## config.mk

```make
export PLATFORM = sky130hd
export DESIGN_NAME = rv32i_alu_flat
export DESIGN_NICKNAME = d
export VERILOG_FILES = /design/src/rtl/rv32i_alu_if.sv /design/src/rtl/rv32i_alu.sv /design/src/flat_wrapper.sv
export SDC_FILE = /design/constraint.sdc
export NUM_CORES = 1
export LEC_CHECK = 0
export ABC_AREA = 1
export BUFFER_PORTS_ARGS = -buffer_cell sky130_fd_sc_hd__buf_4
export CORE_MARGIN = 5
export CORE_UTILIZATION = 40
export DETAILED_ROUTE_END_ITERATION = 8
export SLEW_MARGIN = 20
export SYNTH_ARGS = -nofsm -noshare
export SYNTH_HDL_FRONTEND = slang
export SYNTH_SLANG_ARGS = --single-unit
```

## constraint.sdc

```tcl
create_clock -name clk -period 3.43 [get_ports clk]
set_clock_uncertainty 0.2 [all_clocks]
set_input_delay 0.686 -clock clk [delete_from_list [all_inputs] [get_ports clk]]
set_output_delay 0.686 -clock clk [all_outputs]
set_load 0.05 [all_outputs]
```

## src/rtl/rv32i_alu_if.sv

```systemverilog
`default_nettype none
// ============================================================================
// Module   : rv32i_alu_if
// Brief    : Operand/control/result bundle between the RV32I datapath and ALU.
// Revision : 1.0 - initial release
// ============================================================================
interface rv32i_alu_if #(
  parameter int WIDTH = 32
);
  logic [3:0]       alu_control;
  logic [WIDTH-1:0] A;
  logic [WIDTH-1:0] B;
  logic [WIDTH-1:0] result;
  logic             equal;
  logic             less_than;
  logic             less_than_unsigned;
  logic [WIDTH-1:0] result_q;

  modport master (
    output alu_control, A, B,
    input  result, equal, less_than, less_than_unsigned, result_q
  );

  modport slave (
    input  alu_control, A, B,
    output result, equal, less_than, less_than_unsigned, result_q
  );
endinterface
`default_nettype wire

```

## src/rtl/rv32i_alu.sv

```systemverilog
`default_nettype none
// ============================================================================
// Module   : rv32i_alu
// Brief    : RV32I integer ALU with always-valid compare flags and a
//            registered copy of the result.
// Revision : 1.0 - initial release
// ============================================================================
module rv32i_alu #(
  parameter int WIDTH = 32
) (
  input  wire logic      clk,
  input  wire logic      reset,
  rv32i_alu_if.slave     alu
);

  localparam int c_SHAMT_W = $clog2(WIDTH);

  // Control code is {funct7[5], funct3}
  localparam logic [3:0] c_OP_ADD   = 4'b0000;
  localparam logic [3:0] c_OP_SUB   = 4'b1000;
  localparam logic [3:0] c_OP_SLL   = 4'b0001;
  localparam logic [3:0] c_OP_SLT   = 4'b0010;
  localparam logic [3:0] c_OP_SLTU  = 4'b0011;
  localparam logic [3:0] c_OP_XOR   = 4'b0100;
  localparam logic [3:0] c_OP_SRL   = 4'b0101;
  localparam logic [3:0] c_OP_SRA   = 4'b1101;
  localparam logic [3:0] c_OP_OR    = 4'b0110;
  localparam logic [3:0] c_OP_AND   = 4'b0111;
  localparam logic [3:0] c_OP_PASSB = 4'b1001;

  logic [c_SHAMT_W-1:0] w_shamt;
  logic                 w_lt;
  logic                 w_ltu;
  logic [WIDTH-1:0]     w_result;
  logic [WIDTH-1:0]     r_result_q;

  assign w_shamt = alu.B[c_SHAMT_W-1:0];
  assign w_lt    = $signed(alu.A) < $signed(alu.B);
  assign w_ltu   = alu.A < alu.B;

  always_comb begin
    w_result = '0;
    unique case (alu.alu_control)
      c_OP_ADD:   w_result = alu.A + alu.B;
      c_OP_SUB:   w_result = alu.A - alu.B;
      c_OP_SLL:   w_result = alu.A << w_shamt;
      c_OP_SLT:   w_result = {{(WIDTH-1){1'b0}}, w_lt};
      c_OP_SLTU:  w_result = {{(WIDTH-1){1'b0}}, w_ltu};
      c_OP_XOR:   w_result = alu.A ^ alu.B;
      c_OP_SRL:   w_result = alu.A >> w_shamt;
      c_OP_SRA:   w_result = $unsigned($signed(alu.A) >>> w_shamt);
      c_OP_OR:    w_result = alu.A | alu.B;
      c_OP_AND:   w_result = alu.A & alu.B;
      c_OP_PASSB: w_result = alu.B;
      default:    w_result = '0;
    endcase
  end

  always_ff @(posedge clk) begin
    if (!reset) begin
      r_result_q <= '0;
    end else begin
      r_result_q <= w_result;
    end
  end

  assign alu.result             = w_result;
  assign alu.equal              = (alu.A == alu.B);
  assign alu.less_than          = w_lt;
  assign alu.less_than_unsigned = w_ltu;
  assign alu.result_q           = r_result_q;

endmodule
`default_nettype wire

```

## src/flat_wrapper.sv

```systemverilog
// flat-port wrapper written by rule: the top's interface ports become plain ports
module rv32i_alu_flat 
#(
  parameter int WIDTH = 32
)
  (clk, reset, alu_alu_control, alu_A, alu_B, alu_result, alu_equal, alu_less_than, alu_less_than_unsigned, alu_result_q);
  rv32i_alu_if #(.WIDTH(WIDTH)) alu_i ();
  input  wire logic clk;
  input  wire logic reset;
  input wire logic [$bits(alu_i.alu_control)-1:0] alu_alu_control;
  input wire logic [$bits(alu_i.A)-1:0] alu_A;
  input wire logic [$bits(alu_i.B)-1:0] alu_B;
  output wire logic [$bits(alu_i.result)-1:0] alu_result;
  output wire logic [$bits(alu_i.equal)-1:0] alu_equal;
  output wire logic [$bits(alu_i.less_than)-1:0] alu_less_than;
  output wire logic [$bits(alu_i.less_than_unsigned)-1:0] alu_less_than_unsigned;
  output wire logic [$bits(alu_i.result_q)-1:0] alu_result_q;
  assign alu_i.alu_control = alu_alu_control;
  assign alu_i.A = alu_A;
  assign alu_i.B = alu_B;
  assign alu_result = alu_i.result;
  assign alu_equal = alu_i.equal;
  assign alu_less_than = alu_i.less_than;
  assign alu_less_than_unsigned = alu_i.less_than_unsigned;
  assign alu_result_q = alu_i.result_q;
  rv32i_alu #(.WIDTH(WIDTH)) u_core (.clk(clk), .reset(reset), .alu(alu_i));
endmodule
```

==> results.md, run 1 <==
Timing:
- The post-route fraction of the period consumed by the critical path is 111.4%.
- Based on the critical path, the design can be clocked at up to 261.7 MHz.
- The hold violation total from the final report is 0.
- The smallest setup slack after layout is -391.5 ps.
- The max-slew headroom at the worst pin is 47.88%.
- At the pin with the least slew margin, the transition time is 773.6 ps.
- The number of slew-limit violations in the final report is 0.
- The smallest hold slack is 541.4 ps.
- The sum of negative setup slack is -6951 ps.
- Setup repair after global routing could not meet its margin everywhere.
- The final period demand of the worst path is 3822 ps.
- Setup violations remaining at the end of the flow were counted as 32.

Cells and area:
- The diode insertion count for antenna repair is 0.
- From synthesis to final layout, the design area changed by 90.17%.
- Summing all non-filler instances in the final layout gives an area of 0.02130 mm².
- The number of fill cells is 2127.
- The number of nets at the end of the flow is 3007.
- Cells with a size suffix above 1 make up 54.53% of the layout.
- In the final layout, the multi-input gates occupy 0.01179 mm².
- The flip-flop count of the largest register, all copies and words added is 32.
- The flip-flop and latch area is 640.6 µm².

Route:
- The via count normalized by instance count is 5.973.
- The detailed router placed 19210 vias in this run.
- After detailed routing, the average wire length per cell comes to 23.53 µm.
- The pre-antenna-repair detailed-routing pass consisted of 7 iterations.
- The number of DRC violations after detailed-routing iteration 0 is 2850.
- After detailed routing, the total wire length is 75700 µm.
- For this run, design rule violations remaining after detail routing come to 0.
- The count of nets left with antenna violations once routing finished came out at 0.

Clock tree:
- The maximum number of buffers from clock root to sink is 2.
- The CTS clock-pin slew for the worst setup and hold paths is 50 ps.
- The H-tree generated during clock tree synthesis spans 2 levels.
- The number of sinks driven by the clock tree is 32.
- The tree is rooted in a sky130_fd_sc_hd__clkbuf_16.
- The TritonCTS clock tree is yes.
- The number of buffers inserted during clock tree synthesis is 5.

Worst setup path:
- The largest single stage delay on the critical path is 370 ps.
- Walking the worst path, the cells encountered are buf_12 -> ha_4 -> inv_2 -> fa_2 -> inv_2 -> nand3_2 -> nand2_4 -> inv_4 -> o21ai_4 -> buf_6 -> a21oi_2 -> o21ai_1 -> nand2_1 -> nor2_2 -> buf_6 -> nand3_4 -> buf_8.
- The critical path start-end classification is input pin to output port.
- The critical path startpoint category is an input pin.
- The required time of the critical path is 2540 ps.
- STA classifies the critical path endpoint as an output port.
- Of all nets on the critical path, the largest fanout is 7.
- The largest individual stage delay along the critical path comes from the cell sky130_fd_sc_hd__fa_2.
- Data on the critical path arrives at its endpoint at 2940 ps.

Die:
- From left edge to right edge, the die measures 177.3 µm.
- The core region is 0.02771 mm².
- The die outline height is 177.3 µm.
- The floorplan step defined a die boundary enclosing 0.03144 mm².
- Once the floorplan was initialized, standard cells occupied 40.42% of the core.
- During I/O placement, the number of pins put on the boundary was 137.
- The standard-cell row count is 61.

GRT:
- The number of global-route vias before repair is 17500.
- The first global-routing pass estimated 102200 µm of wire.
- After global routing the overflow that remains totals 0.
- The number of antenna violations at the first check in global routing is 0.
- The largest net degree at the start of global routing is 71.
- Across every metal layer, demand over resource in global routing totals 42.79%.

Synthesis:
- In the synthesized netlist the dominant register cell turns out to be sky130_fd_sc_hd__dfxtp_1.
- The fraction of synthesis flops using an asynchronous set or reset pin is 0%.
- The sequential cell area fraction in the yosys report is 5.721%.
- The fraction of post-synthesis cell area in the top cell type by area is 20.85%.
- By area the synthesized netlist is led by sky130_fd_sc_hd__nand2_1 (21%), sky130_fd_sc_hd__nand3_1 (11%), sky130_fd_sc_hd__ha_1 (11%), sky130_fd_sc_hd__inv_1 (7.4%), sky130_fd_sc_hd__nor2_1 (6.0%).
- Synthesis instantiated 65 different standard cells from the library.
- The number of nets handed over by synthesis was 2262.
- The number of storage elements in the synthesis netlist is 32.
- The per-instance average area after synthesis is 5.350 µm².
- The most common cell in the synthesized netlist is sky130_fd_sc_hd__nand2_1.
- The Yosys warning count is 0.
- Summing every instance area after synthesis gives 0.01120 mm².
- The number of enable flip-flop cells after synthesis is 0.
- The cell type contributing the most total cell area after synthesis is sky130_fd_sc_hd__nand2_1.
- The cell count after synthesis came out at 2093.
- Counting instances in the post-synthesis netlist gives the leading cell types as sky130_fd_sc_hd__nand2_1 (622), sky130_fd_sc_hd__nand3_1 (244), sky130_fd_sc_hd__inv_1 (222), sky130_fd_sc_hd__nor2_1 (180), sky130_fd_sc_hd__a21oi_1 (111).

Placed design:
- The placed instances occupy a cell area of 0.01721 mm².
- The final RePlAce weighted congestion is 1.155.
- Summed over all nets, the half-perimeter wirelength after detailed placement is 57330 µm.
- The number of buffer cells added on primary ports is 136.
- The worst slack at placement is -471.1 ps.

Status:
- The run finished, with violations left.
- The final reports fail on setup timing.

Power:
- In this run the power density over the cells is 232.4 mW/mm².
- The worst-case IR drop observed on VDD is 0.2318 mV.
- The leakage power is 10.60 nW.
- The overall power is 4.948 mW.

Hold path:
- The path with the worst hold slack has its endpoint at u_core.alu.result_q[23].
- In this run the most critical hold path is launched from reset.
- The type of the most critical hold path is input pin to flop.
- The depth of the worst hold-timing path is 3.

Flow run:
- Across the run, the number of max-cap violations was 0.
what timing repair did:
item | 4_1_cts | 5_1_grt
hold buffers | 0 | 0
endpoints found under the hold margin | 0 | 0
setup endpoints to repair | 35 | 36
gates cloned | 1 | 1
gates resized for setup | 501 | 393
setup buffers | 45 | 52
pin swaps | 112 | 155
through the flow:
step,utilization (%),cells
after floorplan,-,2093
after global placement,62.11,3123
after detailed placement,62.11,3123
after CTS,70.44,3174
after global routing,76.86,3217
final,76.86,3217
kinds of logic (layout without fill, tap and decap cells):
kind of cell	Yosys count	in the layout	share of synthesized area [%]
compound gates	391	391	21.35
xor+xnor	3	3	0.2347
fa+ha+maj	99	99	11.20
buf+inv	361	1107	13.82
flops	32	32	5.721
mux	3	3	0.2682
simple gates	1204	1204	47.41
worst max-delay path: cells and delay by family:
| family | cells | cell delay [ps] |
|---|---|---|
| buffers and inverters | 7 | 720 |
| AND/OR/NAND/NOR | 5 | 600 |
| adder cells (fa/ha/maj) | 2 | 520 |
| AO/OA/AOI/OAI | 3 | 420 |
power breakdown:
part / internal, mW / switching [mW]
registers: 0.402 / 0.00844
logic: 1.72 / 2.37
clock network: 0.286 / 0.166
per-layer routing:
layer | up-vias | track usage (%) | wire length (µm)
li1 | 8404 | - | -
met1 | 8905 | 53.24 | 27370
met2 | 1449 | 67.07 | 31910
met3 | 456 | 8.607 | 8904
met4 | 0 | 28.07 | 7512
met5 | - | 0 | 0
worst max path at each step:
stage                          from  depth (start not counted)             end  slack (ps)
after global routing       alu_B[0]                         17   alu_result[6]        -490
final                      alu_B[0]                         17   alu_result[6]        -390
after CTS                  alu_B[1]                         17  alu_result[10]        -190
after detailed placement  alu_A[14]                         13  alu_result[27]        -470
after global placement    alu_A[12]                         17   alu_result[0]        -500
after floorplan           alu_B[29]                         10       alu_equal        -260
cell usage in the layout (no fill, tap or decap), types with 8 or more instances in the layout:
cell type                    count
sky130_fd_sc_hd__nor2_2         66
sky130_fd_sc_hd__o21a_1          9
sky130_fd_sc_hd__nand4_1        36
sky130_fd_sc_hd__o211ai_2        8
sky130_fd_sc_hd__ha_2           14
sky130_fd_sc_hd__buf_6          64
sky130_fd_sc_hd__o211ai_1       21
sky130_fd_sc_hd__buf_12         25
sky130_fd_sc_hd__inv_4          16
sky130_fd_sc_hd__o21ai_4        12
sky130_fd_sc_hd__nor2_4         45
sky130_fd_sc_hd__nor3_1         15
sky130_fd_sc_hd__buf_4         714
sky130_fd_sc_hd__nand2_1       473
sky130_fd_sc_hd__inv_2          80
sky130_fd_sc_hd__a21oi_1        55
sky130_fd_sc_hd__nor2_1         89
sky130_fd_sc_hd__o21ai_1        58
sky130_fd_sc_hd__inv_1         147
sky130_fd_sc_hd__o21ai_0        48
sky130_fd_sc_hd__ha_1           52
sky130_fd_sc_hd__clkinvlp_4      8
sky130_fd_sc_hd__nand2_2       127
sky130_fd_sc_hd__a21oi_4        19
sky130_fd_sc_hd__buf_8          34
sky130_fd_sc_hd__nand2_4        41
sky130_fd_sc_hd__nand3_2        60
sky130_fd_sc_hd__nand3_4        14
sky130_fd_sc_hd__ha_4           31
sky130_fd_sc_hd__o22ai_1        33
sky130_fd_sc_hd__a21oi_2        48
sky130_fd_sc_hd__nand3_1       181
sky130_fd_sc_hd__nor3_2         12
sky130_fd_sc_hd__o21ai_2        37
sky130_fd_sc_hd__dfxtp_1        32
layout make-up:
| type | count | area share, % |
|---|---|---|
| clock buffer | 6 | 0.6522 |
| multi-input combinational | 1700 | 55.37 |
| sequential | 32 | 3.008 |
| timing repair buffer | 839 | 33.55 |
| inverter | 260 | 5.153 |
| clock inverter | 2 | 0.04700 |
| tap | 378 | 2.221 |
(Power assumes the default switching activity.)
==> inputs of run 2 (changes only) <==
--- a/config.mk
+++ b/config.mk
@@ -10,6 +10,7 @@
 export CORE_MARGIN = 5
 export CORE_UTILIZATION = 40
 export DETAILED_ROUTE_END_ITERATION = 8
+export GPL_TIMING_DRIVEN = 0
 export SLEW_MARGIN = 20
 export SYNTH_ARGS = -nofsm -noshare
 export SYNTH_HDL_FRONTEND = slang
==> results.md, run 2 (synthesized netlist as in run 1, its figures left out) <==
Placed design:
- The congestion estimate from routability-driven global placement came to 1.113.
- The HPWL after detailed placement is 58560 µm.
- The placed instances occupy a cell area of 0.01297 mm².
- The count of buffers added on input and output ports is 135.
- The number of placed instances, taps included, is 2606.

Clock tree:
- The TritonCTS clock tree is yes.
- The CTS clock-pin slew for the worst setup and hold paths is 60 ps.
- The number of buffers inserted during clock tree synthesis is 5.
- CTS saw 32 sinks.
- The clock passes through at most 2 buffers.
- For this design, the CTS-stage hold fixing added 0 buffers.
- The H-tree depth reported by CTS is 2.
- The master cell of the clock root buffer is sky130_fd_sc_hd__clkbuf_16.

Die:
- In this run the count of I/O pins placed on the die edge is 137.
- The floorplan step defined a die boundary enclosing 0.03144 mm².
- The die outline height is 177.3 µm.
- In this run the core area contains 61 standard-cell rows.
- The effective utilization at floorplan is 40.42%.
- From left edge to right edge, the die measures 177.3 µm.
- The floorplan step defined a core boundary enclosing 0.02771 mm².

Worst setup path:
- The critical path contains buffers and inverters numbering 17 combined.
- In this design, the critical path's most frequently occurring cell is sky130_fd_sc_hd__buf_4.
- The required time of the critical path is 3420 ps.
- The delay of the slowest cell on the worst path is 330 ps.
- At the worst endpoint, the arrival time is 3990 ps.
- In this run the number of cells on the critical path is 27.
- The endpoint class of the critical path is a flop.
- The critical path startpoint category is an input pin.
- The standard cell with the maximum stage delay on the critical path is sky130_fd_sc_hd__ha_4.
- The cell family contributing the most delay on the critical path is buffers and inverters.
- In this run the worst path has a maximum fanout of 7.
- The critical path start-end classification is input pin to flop.

Timing:
- The post-route fraction of the period consumed by the critical path is 116.7%.
- For the pin with the worst max-slew slack, the measured transition is 916.8 ps.
- Setup repair after global routing could not meet its margin everywhere.
- The hold violation total from the final report was 0.
- For this run, the top clock speed supported by timing is 249.9 MHz.
- In this run the tightest slew margin relative to its limit is 38.88%.
- In the post-route analysis, the smallest setup slack over all paths is -571.6 ps.
- The number of slew-limit violations in the final report is 0.
- The number of endpoints failing setup at the final stage is 37.
- The final period demand of the worst path is 4002 ps.

Cells and area:
- After routing the design area is 0.01672 mm².
- Registers take 640.6 µm².
- In the final layout, the multi-input gates occupy 0.01103 mm².
- The non-filler instance count after layout is 2759.
- The diode insertion count for antenna repair is 0.
- In the layout the commonest cells are sky130_fd_sc_hd__nand2_1 (528), sky130_fd_sc_hd__buf_4 (215), sky130_fd_sc_hd__nand3_1 (182).
- The number of nets at the end of the flow is 2549.
- The final cell utilization of the core is 60.37%.
- The register with the most flip-flops in the layout has 32 of them.
- The area growth from synthesis to layout is 49.35%.
- Leaving out fill and tap cells, the most frequent cell in the layout is sky130_fd_sc_hd__nand2_1.
- The post-route netlist has 37.13% of its cells at a drive strength greater than 1.
- Fill cells in the final layout number 2684.

GRT:
- The number of global-route vias before repair is 16260.
- Global routing finished with a remaining overflow of 0.
- The number of antenna violations at the first check in global routing was 1.
- The first global-routing pass estimated 105100 µm of wire.
- Entering global routing, the biggest net connects 12 pins.
- The total routing usage reported by global routing is 45.19%.

Status:
- The flow ran to the end, but the final reports show violations.
- The checks that failed: setup timing.

Hold path:
- The worst hold path belongs to the class input pin to flop.
- The depth of the worst hold-timing path is 3.

Power:
- VDD sags by at most 0.2198 mV.
- The power per cell area is 256.4 mW/mm².
- The leakage power is 8.136 nW.

Route:
- The number of DRC violations after detailed-routing iteration 0 is 2635.
- The detailed-route DRC error count is 0.
- The routed length per placed instance is 27.38 µm.
- The pre-antenna-repair detailed-routing pass consisted of 6 iterations.
- Using the TritonRoute via totals, the vias-per-cell ratio works out to 6.356.
- The count of nets left with antenna violations once routing finished came out at 0.
- Wires add up to 75550 µm.
- The vias after detailed routing is 17540.

Flow run:
- The number of maximum-capacitance constraint violations is 0.
[run 2: worst paths after layout]
path                                       to      from
worst min-delay path   u_core.alu.result_q[2]     reset
worst max-delay path  u_core.alu.result_q[14]  alu_B[2]
[run 2: tightest hold or removal path, cell delays in order]
cell and delay, ps:
sky130_fd_sc_hd__clkbuf_1 250, sky130_fd_sc_hd__nand2_1 140, sky130_fd_sc_hd__inv_1 30
[run 2: power breakdown]
| group | internal (mW) | total, mW | switching (mW) |
|---|---|---|---|
| clock | 0.383 | 0.566 | 0.184 |
| combinational | 1.14 | 3.31 | 2.17 |
| sequential | 0.402 | 0.411 | 0.00916 |
[run 2: layout make-up]
type / count / area share (%)
buffer: 97 / 4.549
clock buffer: 7 / 0.9127
clock inverter: 1 / 0.1795
inverter: 260 / 6.591
multi-input combinational: 1700 / 65.95
sequential: 32 / 3.830
tap: 378 / 2.828
timing repair buffer: 284 / 15.16
[run 2: metal layers]
metal	share of wire, %	global-route usage, %	wire (µm)
met1	34	53.75	25950
met4	11	34.58	8384
met3	12	8.990	8894
met5	0.017	0	13
met2	43	71.50	32310
[run 2: per-stage QoR]
| step | total power, mW | TNS, ps | hold WS [ps] | setup WS (ps) |
|---|---|---|---|---|
| 4_1_cts | 3.875 | -11210 | 604.8 | -464.9 |
| 3_5_place_dp | 2.816 | -29170 | 896.7 | -1112 |
| 3_3_place_gp | 2.804 | -29090 | 891.1 | -1131 |
| 6_report | 4.289 | -15320 | 672.0 | -571.6 |
| 2_1_floorplan | 1.963 | -984.4 | 757.8 | -257.2 |
| 5_1_grt | 4.418 | -16320 | 691.8 | -585.7 |
[run 2: repair_timing]
action,in CTS,in global routing
setup buffers,106,42
endpoints found under the setup margin,37,37
gates resized for setup,454,200
gates cloned,0,2
pin swaps,113,106
